--- src/rtl/demux1to4_buf_if.sv ---
// Handshake bundle for demux1to4_buf: one input stream, four buffered output channels (A..D).
// Optional DEMUX1TO4_COUNT_EN adds the per-channel drain counters o_count_A..o_count_D.
interface demux1to4_buf_if #(
    parameter int NB_DATA = 32
);
    logic [NB_DATA-1:0] i_data;
    logic [1:0]         i_sel;
    logic               i_valid;
    logic               o_ready;

    logic [NB_DATA-1:0] o_data_A, o_data_B, o_data_C, o_data_D;
    logic               o_valid_A, o_valid_B, o_valid_C, o_valid_D;
    logic               i_ready_A, i_ready_B, i_ready_C, i_ready_D;

`ifdef DEMUX1TO4_COUNT_EN
    logic [7:0]         o_count_A, o_count_B, o_count_C, o_count_D;
`endif

    // The demux itself.
    modport slave (
`ifdef DEMUX1TO4_COUNT_EN
        output o_count_A, o_count_B, o_count_C, o_count_D,
`endif
        input  i_data, i_sel, i_valid,
        output o_ready,
        output o_data_A, o_data_B, o_data_C, o_data_D,
        output o_valid_A, o_valid_B, o_valid_C, o_valid_D,
        input  i_ready_A, i_ready_B, i_ready_C, i_ready_D
    );

    // Producer plus the four consumers.
    modport master (
`ifdef DEMUX1TO4_COUNT_EN
        input  o_count_A, o_count_B, o_count_C, o_count_D,
`endif
        output i_data, i_sel, i_valid,
        input  o_ready,
        input  o_data_A, o_data_B, o_data_C, o_data_D,
        input  o_valid_A, o_valid_B, o_valid_C, o_valid_D,
        output i_ready_A, i_ready_B, i_ready_C, i_ready_D
    );
endinterface

--- src/rtl/demux1to4_buf.sv ---
// 1:4 demux steering each input word by i_sel into a one-entry per-channel output register.
// Latency: 1 cycle accept-to-output; backpressure: o_ready follows only the addressed channel.
// Optional DEMUX1TO4_COUNT_EN: 8-bit wrapping drain counters per channel.
module demux1to4_buf #(
    parameter int NB_DATA = 32
) (
    input  logic              i_clk,
    input  logic              i_rst_n,
    demux1to4_buf_if.slave    bus
);

    typedef enum logic {
        ST_EMPTY = 1'b0,
        ST_FULL  = 1'b1
    } ch_state_t;

    ch_state_t          r_state [4];
    logic [NB_DATA-1:0] r_buf   [4];

    logic [3:0] w_out_rdy;
    logic [3:0] w_full;
    logic [3:0] w_drain;
    logic [3:0] w_load;
    logic       w_in_rdy;
    logic       w_accept;

    assign w_out_rdy = {bus.i_ready_D, bus.i_ready_C, bus.i_ready_B, bus.i_ready_A};

    // A full channel still takes a word in the same cycle it drains.
    assign w_in_rdy  = !w_full[bus.i_sel] || w_out_rdy[bus.i_sel];
    assign w_accept  = bus.i_valid && w_in_rdy;
    assign w_drain   = w_full & w_out_rdy;

    assign bus.o_ready = w_in_rdy;

    genvar g;
    generate
        for (g = 0; g < 4; g++) begin : g_ch
            assign w_full[g] = (r_state[g] == ST_FULL);
            assign w_load[g] = w_accept && (bus.i_sel == 2'(g));

            always_ff @(posedge i_clk) begin
                if (!i_rst_n) begin
                    r_state[g] <= ST_EMPTY;
                    r_buf[g]   <= '0;
                end else if (w_load[g]) begin
                    r_state[g] <= ST_FULL;
                    r_buf[g]   <= bus.i_data;
                end else if (w_drain[g]) begin
                    r_state[g] <= ST_EMPTY;
                end
            end
        end
    endgenerate

    assign bus.o_valid_A = w_full[0];
    assign bus.o_valid_B = w_full[1];
    assign bus.o_valid_C = w_full[2];
    assign bus.o_valid_D = w_full[3];
    assign bus.o_data_A  = r_buf[0];
    assign bus.o_data_B  = r_buf[1];
    assign bus.o_data_C  = r_buf[2];
    assign bus.o_data_D  = r_buf[3];

`ifdef DEMUX1TO4_COUNT_EN
    logic [7:0] r_count [4];

    generate
        for (g = 0; g < 4; g++) begin : g_cnt
            always_ff @(posedge i_clk) begin
                if (!i_rst_n) begin
                    r_count[g] <= '0;
                end else if (w_drain[g]) begin
                    r_count[g] <= r_count[g] + 8'd1;
                end
            end
        end
    endgenerate

    assign bus.o_count_A = r_count[0];
    assign bus.o_count_B = r_count[1];
    assign bus.o_count_C = r_count[2];
    assign bus.o_count_D = r_count[3];
`endif

endmodule

--- src/flat_wrapper.sv ---
// flat-port wrapper written by rule: the top's interface ports become plain ports
module demux1to4_buf_flat 
#(
    parameter int NB_DATA = 32
)
  (i_clk, i_rst_n, bus_i_data, bus_i_sel, bus_i_valid, bus_o_ready, bus_o_data_A, bus_o_data_B, bus_o_data_C, bus_o_data_D, bus_o_valid_A, bus_o_valid_B, bus_o_valid_C, bus_o_valid_D, bus_i_ready_A, bus_i_ready_B, bus_i_ready_C, bus_i_ready_D);
  demux1to4_buf_if #(.NB_DATA(NB_DATA)) bus_i ();
  input  logic i_clk;
  input  logic i_rst_n;
  input wire logic [$bits(bus_i.i_data)-1:0] bus_i_data;
  input wire logic [$bits(bus_i.i_sel)-1:0] bus_i_sel;
  input wire logic [$bits(bus_i.i_valid)-1:0] bus_i_valid;
  output wire logic [$bits(bus_i.o_ready)-1:0] bus_o_ready;
  output wire logic [$bits(bus_i.o_data_A)-1:0] bus_o_data_A;
  output wire logic [$bits(bus_i.o_data_B)-1:0] bus_o_data_B;
  output wire logic [$bits(bus_i.o_data_C)-1:0] bus_o_data_C;
  output wire logic [$bits(bus_i.o_data_D)-1:0] bus_o_data_D;
  output wire logic [$bits(bus_i.o_valid_A)-1:0] bus_o_valid_A;
  output wire logic [$bits(bus_i.o_valid_B)-1:0] bus_o_valid_B;
  output wire logic [$bits(bus_i.o_valid_C)-1:0] bus_o_valid_C;
  output wire logic [$bits(bus_i.o_valid_D)-1:0] bus_o_valid_D;
  input wire logic [$bits(bus_i.i_ready_A)-1:0] bus_i_ready_A;
  input wire logic [$bits(bus_i.i_ready_B)-1:0] bus_i_ready_B;
  input wire logic [$bits(bus_i.i_ready_C)-1:0] bus_i_ready_C;
  input wire logic [$bits(bus_i.i_ready_D)-1:0] bus_i_ready_D;
  assign bus_i.i_data = bus_i_data;
  assign bus_i.i_sel = bus_i_sel;
  assign bus_i.i_valid = bus_i_valid;
  assign bus_o_ready = bus_i.o_ready;
  assign bus_o_data_A = bus_i.o_data_A;
  assign bus_o_data_B = bus_i.o_data_B;
  assign bus_o_data_C = bus_i.o_data_C;
  assign bus_o_data_D = bus_i.o_data_D;
  assign bus_o_valid_A = bus_i.o_valid_A;
  assign bus_o_valid_B = bus_i.o_valid_B;
  assign bus_o_valid_C = bus_i.o_valid_C;
  assign bus_o_valid_D = bus_i.o_valid_D;
  assign bus_i.i_ready_A = bus_i_ready_A;
  assign bus_i.i_ready_B = bus_i_ready_B;
  assign bus_i.i_ready_C = bus_i_ready_C;
  assign bus_i.i_ready_D = bus_i_ready_D;
  demux1to4_buf #(.NB_DATA(NB_DATA)) u_core (.i_clk(i_clk), .i_rst_n(i_rst_n), .bus(bus_i));
endmodule
--- config.mk ---
export PLATFORM = sky130hd
export DESIGN_NAME = demux1to4_buf_flat
export DESIGN_NICKNAME = d
export VERILOG_FILES = /design/src/rtl/demux1to4_buf_if.sv /design/src/rtl/demux1to4_buf.sv /design/src/flat_wrapper.sv
export SDC_FILE = /design/constraint.sdc
export NUM_CORES = 1
export LEC_CHECK = 0
export ABC_AREA = 1
export CORE_ASPECT_RATIO = 1.2
export CORE_UTILIZATION = 48
export CTS_CLUSTER_DIAMETER = 50
export DETAILED_ROUTE_END_ITERATION = 10
export PLACE_DENSITY = 0.91
export SETUP_SLACK_MARGIN = 0.15
export SLEW_MARGIN = 0
export SYNTH_ARGS = -nofsm -noshare
export SYNTH_HDL_FRONTEND = slang
export SYNTH_SLANG_ARGS = --single-unit
--- constraint.sdc ---
create_clock -name i_clk -period 3.71 [get_ports i_clk]
set_input_delay 0.742 -clock i_clk [delete_from_list [all_inputs] [get_ports i_clk]]
set_output_delay 0.742 -clock i_clk [all_outputs]
set_load 0.01 [all_outputs]
==> metrics.csv <==
metric;value;unit
H-tree levels;4;
CP startpoint;bus_i_sel[0];
synthesis-stage register bit count;132;
Inserted Diodes;0;
post-CTS setup buffers;0;
worst vdd ir;0.328;mV
Synth area leaders;edfxtp_1 (79%), nor2_1 (9.6%), buf_6 (2.9%), inv_1 (2.7%), nand4_4 (1.7%);
RSZ-0062 raised after global routing;false;
post-route clock period utilization;88.9;%
GPL Wtd Cong;0.810;
hold_buf cts;0;
P&R area growth vs syn;46.7;%
LEAKAGE;2.93;nW
yosys warns;0;
CTS tree;yes;
gr ovfl total;0;
clock period minus worst slack;3.30;ns
post-route setup slack;0.410;ns
die height;114;µm
worst hold path endpoint;u_core.r_state[1][0]$_DFF_P_;
Final Hold Viols;0;
clk buf depth;2;
Slew Limit Headroom;55.9;%
utilization after layout;72.9;%
Clock Root Buffer;clkbuf_16;
DRT Pass-1 Iters;4;
first-pass GRT wire length;17.9;mm
post-CTS sizing;0;
vias per std cell;5.07;
detailed-route DRC error count;0;
Die Area;0.0108;mm²
Synth Net Count;395;
HP Class;reg2reg;
final-report max-slew violation count;0;
Post-Syn Area;0.00500;mm²
Reg2Reg Depth;7;
Final #Nets;579;
via count;3427;
worst skew pair latency;0.41;ns
Critical Path Fanout Max;9;
clock skew;0.00958;ns
Final HPWL DP;7.99;mm
post-route setup TNS;0;ns
total CTS buffers;17;
outcome;finished clean;
core box area;0.0101;mm²
DRT antenna net count;0;
crit start category;input port;
Gate Count Post-Synth;354;
initial core utilization;49.7;%
Hold Crit Depth;2;
PD cells;507;mW/mm²
max cap viols;0;
layout cell share with drive strength beyond 1;8.36;%
placed inst area;0.00678;mm²
Routed WL per cell;17.8;µm
vias in the first global route;3345;
row count;40;
fmax;303;MHz
Worst Tran Pin Value;0.659;ns
clk sink count;132;
initial antenna violation count;0;
DR iter-0 viols;292;
Clock transition at path regs;0.05;ns
design area;0.00733;mm²
HP Start;u_core.r_state[1][0]$_DFF_P_;
reg-to-reg startpoint;u_core.r_state[0][1]$_SDFFCE_PP0P_;
IO Pins;174;
WP data required;2.97;ns
largest net degree at the start of global routing;34;
Avg Cell Area, Syn;14.1;µm²
worst slack, placed;0.473;ns
post-synth top area cell;edfxtp_1;
Post-Route WL;12.0;mm
sequential fraction of the synthesis area;79.1;%
endpoint class of the critical path;output pin;
reg2reg end;u_core.r_buf[1][17]$_SDFFCE_PN0P_;
port bufs;173;
reg2reg setup slack;1.75;ns
count of different cell masters after synthesis;16;
Synth top area share;78.7;%
setup violation total in the final timing report;0;
die width;95.2;µm
All-Layer GR Usage;23.3;%
Setup CP Type;in2out;
CP arrival;2.56;ns
## power by group
group | total (mW) | internal (mW) | switching [mW]
clock network | 1.56 | 0.979 | 0.581
registers | 1.77 | 1.74 | 0.0308
logic | 0.394 | 0.200 | 0.193
total | 3.72 | 2.92 | 0.805
## cell families after synthesis
logic type / count (synthesis) / share of synthesized area, %
AND/OR/NAND/NOR: 169 / 14.9
flip-flops: 132 / 79.1
buffers and inverters: 53 / 6.03
## worst max path at each step
stage                                       endpoint  slack [ns]
floorplan           u_core.r_buf[0][0]$_SDFFCE_PN0P_        1.19
global placement                         bus_o_ready        0.55
detailed placement                       bus_o_ready        0.47
CTS                                      bus_o_ready        0.46
global route                             bus_o_ready        0.35
finish                                   bus_o_ready        0.41
## routing by layer
layer	track usage, %	vias up	routed length (µm)
met2	39.5	211	6340
li1	-	1546	-
met5	0	-	0
met3	7.53	26	960
met1	26.6	1644	4440
met4	10.2	0	306
## Yosys cell counts
cell and instances:
nand3_1 10, nor2_2 3, nand2_2 1, nand2_1 20, nand2_4 1, edfxtp_1 131
nand3b_1 1, nor2_1 128, buf_2 1, buf_4 1, inv_1 36, nor2_4 1
dfxtp_1 1, buf_6 13, inv_2 2, nand4_4 4
## metrics by stage
stage / std cells / hold slack [ns] / power [mW]
2_1_floorplan: 354 / 0.502 / 1.93
3_3_place_gp: 645 / 0.494 / 2.17
3_5_place_dp: 645 / 0.495 / 2.19
4_1_cts: 676 / 0.507 / 3.73
5_1_grt: 676 / 0.546 / 3.82
6_report: 676 / 0.505 / 3.72
## sequential cells by signal, summed over array words and instances (netlist names)
signal and count:
u_core.r_state 4, u_core.r_buf 128
## critical path, stage by stage
cell and delay (ns):
clkdlybuf4s50_1 0.68, inv_2 0.10, nand3_1 0.09, nand2_1 0.09, nor2_2 0.18, nand2_4 0.15, clkdlybuf4s50_1 0.52
## cell usage in the layout, fill, tap and decap left out, types with 2 or more instances in the layout
| master | n |
|---|---|
| clkbuf_16 | 17 |
| inv_1 | 36 |
| clkbuf_1 | 4 |
| nand3_1 | 10 |
| clkinv_4 | 2 |
| nor2_2 | 3 |
| nor2_1 | 128 |
| nand4_4 | 4 |
| inv_2 | 2 |
| buf_4 | 7 |
| edfxtp_1 | 131 |
| bufinv_16 | 2 |
| clkdlybuf4s50_1 | 173 |
| clkinv_2 | 5 |
| nand2_1 | 20 |
## area by class of cell
type                            count  area (µm²)
Tap cell                          126         158
Clock inverter                     10         110
Multi-Input combinational cell    169         746
Clock buffer                       21         440
Sequential cell                   132        3950
Timing Repair Buffer              180        1780
Inverter                           38         143
Fill cell                         642        2730
Note: power is estimated with default switching activity, not from simulation.
